$ cat src/rtl/step_sequencer.sv
// step_sequencer: pattern-driven note/gate source for one synth voice, stepping on sample ticks.
// Optional swing timing is compiled in with `define STEP_SEQUENCER_SWING_EN.
module step_sequencer #(
  parameter int STEPS  = 16,
  parameter int NOTE_W = 8,
  parameter int STEP_W = $clog2(STEPS)
) (
  input  logic              clk,
  input  logic              rst,
  input  logic              sample_clock,
  input  logic              run,
  input  logic [15:0]       step_period,
  input  logic [15:0]       gate_len,
  input  logic [STEP_W-1:0] loop_last,
  input  logic [7:0]        swing,
  input  logic              wr_en,
  input  logic [STEP_W-1:0] wr_addr,
  input  logic [NOTE_W-1:0] wr_note,
  input  logic              wr_gate,
  output logic [NOTE_W-1:0] note,
  output logic              gate,
  output logic [STEP_W-1:0] step,
  output logic              step_strobe
);

  typedef enum logic {IDLE, PLAY} state_t;

  state_t            state_q;
  logic              sc_s1_q, sc_s2_q, sc_s3_q;
  logic [16:0]       cnt_q;
  logic              gate_en_q;
  logic              gate_q;
  logic              strobe_q;
  logic [NOTE_W-1:0] note_q;
  logic [STEP_W-1:0] step_q;
  logic [NOTE_W:0]   ram_q [STEPS];

  logic              tick;
  logic              load;
  logic [STEP_W-1:0] nxt_step;
  logic [STEP_W-1:0] load_idx;
  logic [NOTE_W:0]   ram_ld;
  logic [16:0]       p_cur, p_ld, gl_cur, gl_ld;
  logic [16:0]       cnt_inc;

`ifdef STEP_SEQUENCER_SWING_EN
  // Swing stretches even steps and shortens odd ones by the same amount, so pairs keep their length.
  function automatic logic [16:0] eff_period(input logic [15:0] period, input logic [7:0] sw,
                                             input logic odd);
    logic [16:0] base;
    logic [16:0] sw_max;
    logic [16:0] sw_c;
    base   = (period < 16'd2) ? 17'd2 : {1'b0, period};
    sw_max = {1'b0, base[16:1]} - 17'd1;
    sw_c   = ({9'd0, sw} > sw_max) ? sw_max : {9'd0, sw};
    eff_period = odd ? (base - sw_c) : (base + sw_c);
  endfunction

  assign p_cur = eff_period(step_period, swing, step_q[0]);
  assign p_ld  = eff_period(step_period, swing, load_idx[0]);
`else
  function automatic logic [16:0] eff_period(input logic [15:0] period);
    eff_period = (period < 16'd2) ? 17'd2 : {1'b0, period};
  endfunction

  logic unused_swing;
  assign unused_swing = ^swing;
  assign p_cur = eff_period(step_period);
  assign p_ld  = eff_period(step_period);
`endif

  // Keeping gate_len below the period forces one low sample per step so the voice retriggers.
  function automatic logic [16:0] clamp_gate(input logic [15:0] glen, input logic [16:0] p);
    clamp_gate = ({1'b0, glen} > (p - 17'd1)) ? (p - 17'd1) : {1'b0, glen};
  endfunction

  assign tick     = sc_s2_q & ~sc_s3_q;
  assign nxt_step = (step_q == loop_last) ? '0 : step_q + 1'b1;
  assign load_idx = (state_q == IDLE) ? '0 : nxt_step;
  assign ram_ld   = ram_q[load_idx];
  assign gl_cur   = clamp_gate(gate_len, p_cur);
  assign gl_ld    = clamp_gate(gate_len, p_ld);
  assign cnt_inc  = cnt_q + 17'd1;

  // ">=" rather than "==" so a period shortened mid-step ends the step instead of counting to wrap.
  always_comb begin
    load = 1'b0;
    if (state_q == IDLE) load = tick & run;
    else                 load = tick & run & (cnt_q >= (p_cur - 17'd1));
  end

  always_ff @(posedge clk or negedge rst) begin
    if (!rst) begin
      state_q   <= IDLE;
      sc_s1_q   <= 1'b0;
      sc_s2_q   <= 1'b0;
      sc_s3_q   <= 1'b0;
      cnt_q     <= '0;
      gate_en_q <= 1'b0;
      gate_q    <= 1'b0;
      strobe_q  <= 1'b0;
      note_q    <= '0;
      step_q    <= '0;
      for (int i = 0; i < STEPS; i++) ram_q[i] <= '0;
    end else begin
      sc_s1_q  <= sample_clock;
      sc_s2_q  <= sc_s1_q;
      sc_s3_q  <= sc_s2_q;
      strobe_q <= 1'b0;
      if (wr_en) ram_q[wr_addr] <= {wr_gate, wr_note};

      if (load) begin
        state_q   <= PLAY;
        step_q    <= load_idx;
        note_q    <= ram_ld[NOTE_W-1:0];
        gate_en_q <= ram_ld[NOTE_W];
        gate_q    <= ram_ld[NOTE_W] & (gl_ld != 17'd0);
        cnt_q     <= '0;
        strobe_q  <= 1'b1;
      end else if (state_q == PLAY && !run) begin
        state_q   <= IDLE;
        step_q    <= '0;
        cnt_q     <= '0;
        gate_q    <= 1'b0;
        gate_en_q <= 1'b0;
      end else if (state_q == PLAY && tick) begin
        cnt_q  <= cnt_inc;
        gate_q <= gate_en_q & (cnt_inc < gl_cur);
      end
    end
  end

  assign note        = note_q;
  assign gate        = gate_q;
  assign step        = step_q;
  assign step_strobe = strobe_q;

endmodule

$ cat config.mk
export PLATFORM = sky130hd
export DESIGN_NAME = step_sequencer
export DESIGN_NICKNAME = d
export VERILOG_FILES = /design/src/rtl/step_sequencer.sv
export SDC_FILE = /design/constraint.sdc
export NUM_CORES = 1
export LEC_CHECK = 0
export BUFFER_PORTS_ARGS = -buffer_cell sky130_fd_sc_hd__buf_4
export CAP_MARGIN = 40
export CELL_PAD_IN_SITES_DETAIL_PLACEMENT = 1
export CELL_PAD_IN_SITES_GLOBAL_PLACEMENT = 2
export CORE_MARGIN = 2
export CORE_UTILIZATION = 45
export CTS_BUF_LIST = sky130_fd_sc_hd__clkbuf_4 sky130_fd_sc_hd__clkbuf_8
export CTS_CLUSTER_DIAMETER = 150
export CTS_CLUSTER_SIZE = 12
export DETAILED_ROUTE_END_ITERATION = 8
export GPL_ROUTABILITY_DRIVEN = 0
export PLACE_DENSITY_LB_ADDON = 0.1
export SLEW_MARGIN = 10
export SYNTH_ARGS = -nofsm -noshare
export SYNTH_HDL_FRONTEND = slang
export SYNTH_SLANG_ARGS = --single-unit
$ cat constraint.sdc
create_clock -name clk -period 8.72 [get_ports clk]
set_input_delay 0.872 -clock clk [delete_from_list [all_inputs] [get_ports clk]]
set_output_delay 0.872 -clock clk [all_outputs]
set_load 0.05 [all_outputs]
==> results.json <==
{
  "clock.fmax_mhz": 139,
  "final.setup_skew_ns": 0.0185,
  "num_vias": 7835,
  "numCtsBuffers": 17,
  "status": "completed",
  "firstDrtPassIters": 4,
  "num-nets-final": 1150,
  "maxSlewViolCount": 0,
  "mostFrequentLayoutCell": "dfrtp_1",
  "top_level_ports": 76,
  "grt_usage_pct": 24.6,
  "synthArstFlopShare_pct": 100,
  "syn_inst": 983,
  "endpoint_kind": "flip-flop",
  "worst_slew_pin_slew_ns": 0.916,
  "grt_max_degree": 66,
  "cp_max_fo": 14,
  "placed_cells": 1305,
  "num_rows": 55,
  "synth_area_um2": 10400,
  "postPlaceCellArea_um2": 11200,
  "drive_above_1_share_pct": 28.5,
  "cts_tree": "yes",
  "cts-resized-gates": 0,
  "synth_fp_nets": 1094,
  "fin_crit_sh_pct": 82.8,
  "final_cell_mix": "dfrtp_1, mux2_2, buf_4",
  "stdcell_area_um2": 11700,
  "ys_seq_area_share_pct": 43.5,
  "cp-start-kind": "input pin",
  "synth_edf_count": 0,
  "worstPathRequired_ns": 9.09,
  "peakVddDrop_uv": 119,
  "antenna_found_initial": 0,
  "crit_type": "in -> reg",
  "port_buffers": 67,
  "cp_slowest_cell": "or4b_2",
  "place_hpwl_um": 20500,
  "yosysWarnings": 0,
  "hp-class": "in -> async",
  "drt_iter0_markers": 365,
  "cp_num_buf_inv": 1,
  "grt_pass1_vias": 8242,
  "grt_pass1_wl_um": 46100,
  "powerDensity_nw_per_um2": 196,
  "final.setup.worst_slack_ns": 1.50,
  "finalSetupViolCount": 0,
  "dominantRegCellSynth": "dfrtp_1",
  "path_clk_slew_ns": 0.11,
  "drv_cap": 0,
  "final_cells": 1337,
  "synth_cell_type_count": 64,
  "gr-total-overflow": 0,
  "p_leak_nw": 5.10,
  "routedWlPerCell_um": 21.4,
  "core-area_um2": 22600,
  "die_w_um": 156,
  "drc": 0,
  "cp_slowest_stage_delay_ns": 0.64,
  "finalCriticalPeriod_ns": 7.22,
  "clockBufferDepth": 2,
  "ant_nets": 0,
  "die_area_um2": 24200,
  "via_per_inst": 5.86,
  "die_h_um": 156,
  "fin_setup_tns_ns": 0,
  "hold_buffers": 0,
  "cts_root_buf": "clkbuf_8",
  "initial_core_util_pct": 45.7,
  "synth-seq-cells": 180,
  "syn_to_final_growth_pct": 12.9,
  "hold_ws_ns": 0.303,
  "preCtsSetupSlack_ns": 0.999,
  "hold_viol": 0,
  "rsz0062_at_grt": "no",
  "antennaDiodeCount": 0,
  "cp.arrival_ns": 7.59,
  "totalWireLength_um": 28600,
  "maxSlewHeadroom_pct": 38.2,
  "h-tree-depth": 4,
  "synth_area_per_cell_um2": 10.5,
  "post_cts_buffers": 0,
  "path_delay_family": "simple AND/OR/NAND/NOR gates",
  "cts_sinks": 180,
  "insertion_delay_ns": 0.47
}
worst reg2reg max path: stages (launching register included):
cell,delay (ns)
dfrtp_1,0.49
and4_1,0.26
and2_1,0.20
nand3_1,0.18
nor2_1,0.25
and3_1,0.29
and3_1,0.30
nand3_1,0.15
xnor2_1,0.26
ha_1,0.31
nand4_1,0.17
nor3_1,0.08
or4b_2,0.64
o32ai_2,0.20
cell usage after synthesis (all sizes together), types with 2 or more instances:
cell type	instances	area [µm²]
a211oi	25	188
a21o	7	52.6
a21oi	45	229
a311oi	10	93.8
a31oi	12	75.1
and2	17	106
and3	8	50.1
and4	2	17.5
buf	9	57.6
clkbuf	45	170
dfrtp	180	4500
ha	49	613
inv	14	52.6
mux2	152	1710
mux2i	5	50.1
nand2	81	304
nand2b	19	119
nand3	26	135
nand3b	4	30.0
nand4	10	62.6
nor2	61	229
nor2b	8	50.1
nor3	21	110
nor4	10	105
o211ai	5	65.1
o21a	2	15.0
o21ai	52	264
o221ai	15	131
o22ai	2	12.5
o311ai	9	78.8
o31ai	8	65.1
o41ai	5	43.8
or2	2	12.5
or3	13	81.3
or4	4	37.5
xnor2	18	158
xor2	14	123
final cells by class:
class | instances | area (µm²)
Inverter | 14 | 52.6
Clock buffer | 18 | 241
Timing Repair Buffer | 91 | 734
Tap cell | 285 | 357
Sequential cell | 180 | 4500
Clock inverter | 14 | 205
Fill cell | 2483 | 10900
Multi-Input combinational cell | 735 | 5600
power by group:
part	total, mW	switching [mW]	internal (mW)
clock network	0.622	0.343	0.278
logic	0.569	0.309	0.259
registers	1.10	0.0904	1.01
total	2.29	0.743	1.55
routing by layer:
metal / share of wire, % / global-route usage (%)
met2: 52 / 44.4
met5: 0 / 0
met1: 44 / 30.5
met3: 2.7 / 3.64
met4: 1.9 / 6.82
state kept, by name (all words and copies together) (netlist names):
register / flops
note: 8
cnt_q: 17
gate_en_q: 1
step_strobe: 1
sc_s2_q: 1
sc_s3_q: 1
sc_s1_q: 1
step: 4
gate: 1
state_q: 1
ram_q: 144
final timing paths:
kind	startpoint	endpoint	slack, ns	cells after the start
min in group clk	sc_s1_q$_DFF_PN0_	sc_s2_q$_DFF_PN0_	0.37	0
worst min register to register	sc_s1_q$_DFF_PN0_	sc_s2_q$_DFF_PN0_	0.37	0
max in group asynchronous	rst	sc_s2_q$_DFF_PN0_	7.44	3
worst max register to register	cnt_q[2]$_DFFE_PN0P_	gate$_DFFE_PN0P_	4.85	13
worst min-delay path	rst	ram_q[63]$_DFFE_PN0P_	0.30	1
worst max-delay path	step_period[12]	gate$_DFFE_PN0P_	1.50	28
through the flow:
stage / power [mW] / util, %
after floorplan: 1.49 / -
after global placement: 1.66 / 49.1
after detailed placement: 1.69 / 49.7
after CTS: 2.32 / 51.6
after global routing: 2.43 / 51.6
final: 2.29 / 51.6
kinds of logic (layout without fill, tap and decap cells):
kind of cell               after synthesis  in the layout  share of synthesized area (%)
buffers and inverters                   68            137                           2.71
muxes                                  158            158                           17.2
and+or+nand+nor                        291            291                           14.4
adders and majority gates               49             49                           5.92
other                                    1              1                         0.0362
AOI/OAI and AO/OA                      204            204                           13.5
DFF                                    180            180                           43.5
xor gates and xnor gates                32             32                           2.71
(Power assumes the default switching activity.)
